===== src/rtl/fc2_10inputs_serializer.sv =====
// fc2_10inputs_serializer: captures a 10-word FC2 frame in one handshake and
// streams it out word by word (data_in_1 first) on a valid/ready channel.
module fc2_10inputs_serializer #(
    parameter int DATA_WIDTH = 32,
    parameter int NUM_WORDS  = 10,
    parameter int INDEX_BITS = 4
) (
    input  logic                  clk,
    input  logic                  reset,
    input  logic                  load_valid,
    output logic                  load_ready,
    input  logic [DATA_WIDTH-1:0] data_in_1,
    input  logic [DATA_WIDTH-1:0] data_in_2,
    input  logic [DATA_WIDTH-1:0] data_in_3,
    input  logic [DATA_WIDTH-1:0] data_in_4,
    input  logic [DATA_WIDTH-1:0] data_in_5,
    input  logic [DATA_WIDTH-1:0] data_in_6,
    input  logic [DATA_WIDTH-1:0] data_in_7,
    input  logic [DATA_WIDTH-1:0] data_in_8,
    input  logic [DATA_WIDTH-1:0] data_in_9,
    input  logic [DATA_WIDTH-1:0] data_in_10,
    output logic                  out_valid,
    input  logic                  out_ready,
    output logic [DATA_WIDTH-1:0] data_out,
    output logic [INDEX_BITS-1:0] out_index,
    output logic                  out_last,
    output logic                  busy
);
    typedef enum logic {IDLE, SEND} state_t;
    localparam logic [INDEX_BITS-1:0] LAST = INDEX_BITS'(NUM_WORDS - 1);

    state_t                state;
    logic [INDEX_BITS-1:0] index;
    logic [DATA_WIDTH-1:0] buffer [NUM_WORDS];
    logic [DATA_WIDTH-1:0] frame  [NUM_WORDS];
    logic                  at_last;

    assign frame[0] = data_in_1;
    assign frame[1] = data_in_2;
    assign frame[2] = data_in_3;
    assign frame[3] = data_in_4;
    assign frame[4] = data_in_5;
    assign frame[5] = data_in_6;
    assign frame[6] = data_in_7;
    assign frame[7] = data_in_8;
    assign frame[8] = data_in_9;
    assign frame[9] = data_in_10;

    assign at_last    = index == LAST;
    assign out_valid  = state == SEND;
    assign busy       = out_valid;
    assign out_index  = index;
    assign out_last   = out_valid & at_last;
    assign data_out   = out_valid ? buffer[index] : '0;
    // A new frame may land on the same edge the final word is taken.
    assign load_ready = !out_valid | (at_last & out_ready);

    always_ff @(posedge clk) begin
        if (reset) begin
            state <= IDLE;
            index <= '0;
            for (int k = 0; k < NUM_WORDS; k++) buffer[k] <= '0;
        end else if (load_valid && load_ready) begin
            buffer <= frame;
            index  <= '0;
            state  <= SEND;
        end else if (out_valid && out_ready) begin
            state <= at_last ? IDLE : SEND;
            index <= at_last ? '0 : index + 1'b1;
        end
    end
endmodule


===== config.mk =====
export PLATFORM = sky130hd
export DESIGN_NAME = fc2_10inputs_serializer
export DESIGN_NICKNAME = d
export VERILOG_FILES = /design/src/rtl/fc2_10inputs_serializer.sv
export SDC_FILE = /design/constraint.sdc
export NUM_CORES = 1
export LEC_CHECK = 0
export BUFFER_PORTS_ARGS = -buffer_cell sky130_fd_sc_hd__buf_2
export CORE_UTILIZATION = 39
export DETAILED_ROUTE_END_ITERATION = 7
export HOLD_SLACK_MARGIN = 0.1
export PLACE_DENSITY_LB_ADDON = 0.3
export SYNTH_ARGS = -nofsm -noshare
export SYNTH_HDL_FRONTEND = slang
export SYNTH_SLANG_ARGS = --single-unit

===== constraint.sdc =====
create_clock -name clk -period 2.01 [get_ports clk]
set_clock_uncertainty 0.05 [all_clocks]
set_input_delay 0.1005 -clock clk [delete_from_list [all_inputs] [get_ports clk]]
set_output_delay 0.1005 -clock clk [all_outputs]
set_load 0.02 [all_outputs]

==> flow_results.xml <==
<?xml version="1.0" encoding="UTF-8"?>
<metrics>
  <group name="status">
    <metric name="run_status" unit="">finished with violations</metric>
    <metric name="violations_in_the_final_reports" unit="">setup timing</metric>
  </group>
  <group name="timing">
    <metric name="final_hold_viol_count" unit="">0</metric>
    <metric name="timing.max_slew.rel_slack" unit="">0.499</metric>
    <metric name="setup_viol_count_final" unit="">342</metric>
    <metric name="drv_slew" unit="">0</metric>
    <metric name="achievable-frequency" unit="MHz">391</metric>
    <metric name="final.setup.tns" unit="ns">-69.10</metric>
    <metric name="final.period_utilization" unit="">1.27</metric>
    <metric name="max_slew.worst_pin.slew" unit="ns">0.749</metric>
    <metric name="grt_setup_unrepaired" unit="">yes</metric>
    <metric name="finalWorstSetupSlack" unit="ns">-0.548</metric>
    <metric name="timing.final.crit_period" unit="ns">2.56</metric>
  </group>
  <group name="global_route">
    <metric name="largest_net_degree_at_the_start_of_global_routing" unit="">151</metric>
    <metric name="grt_antenna_before_repair" unit="">3</metric>
    <metric name="first_global_vias" unit="">15800</metric>
    <metric name="gr-total-overflow" unit="">0</metric>
    <metric name="grt_first_pass_wirelength" unit="um">97100</metric>
    <metric name="groute.usage.overall" unit="">0.290</metric>
  </group>
  <group name="logic_synthesis">
    <metric name="fraction_of_synthesized_cell_area_in_xor_and_xnor_cells" unit="">0.00152</metric>
    <metric name="yosysWarningCount" unit="">0</metric>
    <metric name="synth-compound-area-share" unit="">0.0535</metric>
    <metric name="synth_area_per_cell" unit="um^2">10.0</metric>
    <metric name="synth.cell_area" unit="mm^2">0.0173</metric>
    <metric name="synthesis.instances" unit="">1723</metric>
    <metric name="synth-simple-area-share" unit="">0.238</metric>
    <metric name="yosysUniqueCellTypes" unit="">30</metric>
    <metric name="post_synth_mux_area_share" unit="">0.278</metric>
    <metric name="share_of_the_yosys_chip_area_belonging_to_registers" unit="">0.377</metric>
    <metric name="synth-seq-cells" unit="">325</metric>
    <metric name="synth.net_count" unit="">2047</metric>
    <metric name="synth_top_family_by_area" unit="">multiplexers</metric>
    <metric name="adder_and_majority_cell_fraction_of_the_synthesized_area" unit="">0</metric>
  </group>
  <group name="pwr">
    <metric name="power.density" unit="mW/mm^2">649</metric>
    <metric name="p_leak" unit="uW">0.0120</metric>
    <metric name="max-vdd-ir-drop" unit="uV">582</metric>
  </group>
  <group name="floorplanning">
    <metric name="die_y" unit="um">212</metric>
    <metric name="design.core.area" unit="mm^2">0.0434</metric>
    <metric name="rows" unit="">76</metric>
    <metric name="start_util" unit="">0.398</metric>
    <metric name="die-area" unit="mm^2">0.0451</metric>
    <metric name="ioPinCount" unit="">364</metric>
    <metric name="fp.dieW" unit="um">212</metric>
  </group>
  <group name="placement">
    <metric name="placed_cells_incl_taps" unit="">2576</metric>
    <metric name="placed_area" unit="mm^2">0.0199</metric>
    <metric name="gp_congestion" unit="">0.915</metric>
    <metric name="hpwl" unit="um">43900</metric>
    <metric name="io_buffers" unit="">363</metric>
    <metric name="placement.setup.worst_slack" unit="ns">-0.223</metric>
  </group>
  <group name="worst_hold_path">
    <metric name="timing.hold.worst.class" unit="">primary input to flip-flop</metric>
    <metric name="timing.hold.worst_path_depth" unit="">4</metric>
  </group>
  <group name="flow_run">
    <metric name="maxCapViolCount" unit="">0</metric>
  </group>
  <group name="routing">
    <metric name="route.detailed.vias_per_inst" unit="">5.11</metric>
    <metric name="remaining_drc_errors" unit="">0</metric>
    <metric name="drt_pass1_iterations" unit="">5</metric>
    <metric name="initialDrtViolationCount" unit="">1101</metric>
    <metric name="ant_nets" unit="">0</metric>
    <metric name="route.final.wire_length" unit="um">71400</metric>
    <metric name="route.vias.total" unit="">15800</metric>
    <metric name="routedWlPerCell" unit="um">23.1</metric>
  </group>
  <group name="worst_setup_path">
    <metric name="rr_worst_depth" unit="">10</metric>
    <metric name="worst-endpoint-arrival" unit="ns">2.41</metric>
    <metric name="cp.required" unit="ns">1.86</metric>
    <metric name="timing_worst_setup_path_type" unit="">flip-flop to primary output</metric>
    <metric name="critPathMaxFanout" unit="">8</metric>
    <metric name="critical_path.startpoint_type" unit="">flip-flop</metric>
    <metric name="timing.critical_path.to_type" unit="">primary output</metric>
    <metric name="setup.reg_to_reg.worst_slack" unit="ns">-0.28</metric>
  </group>
  <group name="layout">
    <metric name="post_route_cells_drive_above_1_share" unit="">0.287</metric>
    <metric name="nets" unit="">2795</metric>
    <metric name="area_growth_syn_to_layout" unit="%">60.4</metric>
    <metric name="finalNonFillerCells" unit="">3088</metric>
    <metric name="final_design_area_no_fill" unit="mm^2">0.0277</metric>
  </group>
  <group name="clock_tree">
    <metric name="cts_inserted_buffers" unit="">39</metric>
    <metric name="clock_sink_count" unit="">325</metric>
    <metric name="clock_tree_from_tritoncts" unit="">yes</metric>
    <metric name="worst_skew_pair_later_pin_latency" unit="ns">0.55</metric>
    <metric name="h-tree-depth" unit="">2</metric>
    <metric name="cts_max_path_buffers" unit="">3</metric>
    <metric name="cts-root-buf" unit="">sky130_fd_sc_hd__clkbuf_16</metric>
    <metric name="clock_transition_at_path_regs" unit="ns">0.06</metric>
  </group>
</metrics>
==> path summary, 6_finish.rpt <==
kind / from / to
worst max register to register: out_index[1] / buffer[296]
worst min register to register: buffer[34] / buffer[34]
worst max-delay path: out_index[2] / data_out[7]
worst min-delay path: data_in_9[27] / buffer[59]
==> per-layer routing <==
| layer | GRT usage | part of all wire |
|---|---|---|
| met4 | 0.150 | 0.062 |
| met3 | 0.0483 | 0.054 |
| met5 | 0 | 0.00024 |
| met2 | 0.472 | 0.46 |
| met1 | 0.369 | 0.43 |
==> layout by cell type, fill, tap and decap left out, drive strengths merged, types with 3 or more instances in the layout <==
cell type    instances
mux2i              480
xor2                 3
nor2b                3
a2111oi             33
clkinv              10
clkbuf              89
dlygate4sd3        331
nand2b             641
nand2                3
a22o                64
dfxtp              325
buf                490
diode                6
==> stage by stage <==
step                utilization  total power, uW  hold slack, ns
floorplan                     -             8670           0.180
global placement          0.459             9590           0.309
detailed placement        0.459             9630           0.313
CTS                       0.602            17600           0.260
global route              0.639            18600           0.301
finish                    0.639            18000           0.297
==> Yosys cell counts, drive strengths merged <==
master | n | area, um^2
nor2 | 2 | 7.51
nor3 | 2 | 10.0
o41a | 1 | 11.3
nor2b | 2 | 12.5
a21oi | 2 | 10.0
dfxtp | 325 | 6510
a311oi | 1 | 8.76
buf | 58 | 553
nand4 | 1 | 6.26
nand3 | 1 | 5.00
a22o | 64 | 561
clkbuf | 92 | 345
a41o | 1 | 10.0
nand2b | 641 | 4010
xor2 | 3 | 26.3
mux2i | 480 | 4800
inv | 2 | 7.51
nand3b | 1 | 7.51
or3b | 1 | 8.76
o21ai | 2 | 10.0
a2111oi | 33 | 305
and2 | 1 | 6.26
nor4 | 1 | 6.26
nand2 | 3 | 11.3
nor3b | 2 | 15.0
o41ai | 1 | 8.76
==> power by group <==
group	switching, uW	internal [uW]
registers	298	6850
clock network	2880	4250
logic	1630	2070
total	4810	13200
==> layout make-up <==
| class | count | area [um^2] |
|---|---|---|
| Sequential cell | 325 | 6520 |
| Inverter | 2 | 7.51 |
| Clock inverter | 12 | 108 |
| Fill cell | 3358 | 15700 |
| Antenna cell | 6 | 15.0 |
| Timing Repair Buffer | 855 | 8060 |
| Tap cell | 585 | 732 |
| Multi-Input combinational cell | 1248 | 11100 |
| Clock buffer | 55 | 1160 |
==> critical path, cell delays in order, from the launching register on <==
cell and delay (ns):
sky130_fd_sc_hd__dfxtp_4 0.34, sky130_fd_sc_hd__buf_4 0.14, sky130_fd_sc_hd__buf_6 0.12, sky130_fd_sc_hd__nor3b_4 0.50, sky130_fd_sc_hd__buf_6 0.19, sky130_fd_sc_hd__buf_16 0.14
sky130_fd_sc_hd__a22o_1 0.19, sky130_fd_sc_hd__a2111oi_4 0.04, sky130_fd_sc_hd__buf_4 0.19
==> state kept, by name, summed over array words and instances (netlist names) <==
signal and flops:
buffer 320, out_index 4, busy 1
==> logic make-up after synthesis <==
family | after synthesis
buf+inv | 152
compound gates | 105
xor+xnor | 3
mux | 480
flops | 325
simple gates | 658
==> repair_timing <==
item,CTS,global route
setup endpoints to repair,35,344
gates cloned,14,46
gates resized for setup,176,97
hold endpoints to repair,325,0
hold buffers,331,0
setup buffers,29,23
pin swaps,37,40
No activity file was read; power rests on OpenSTA's default activity.
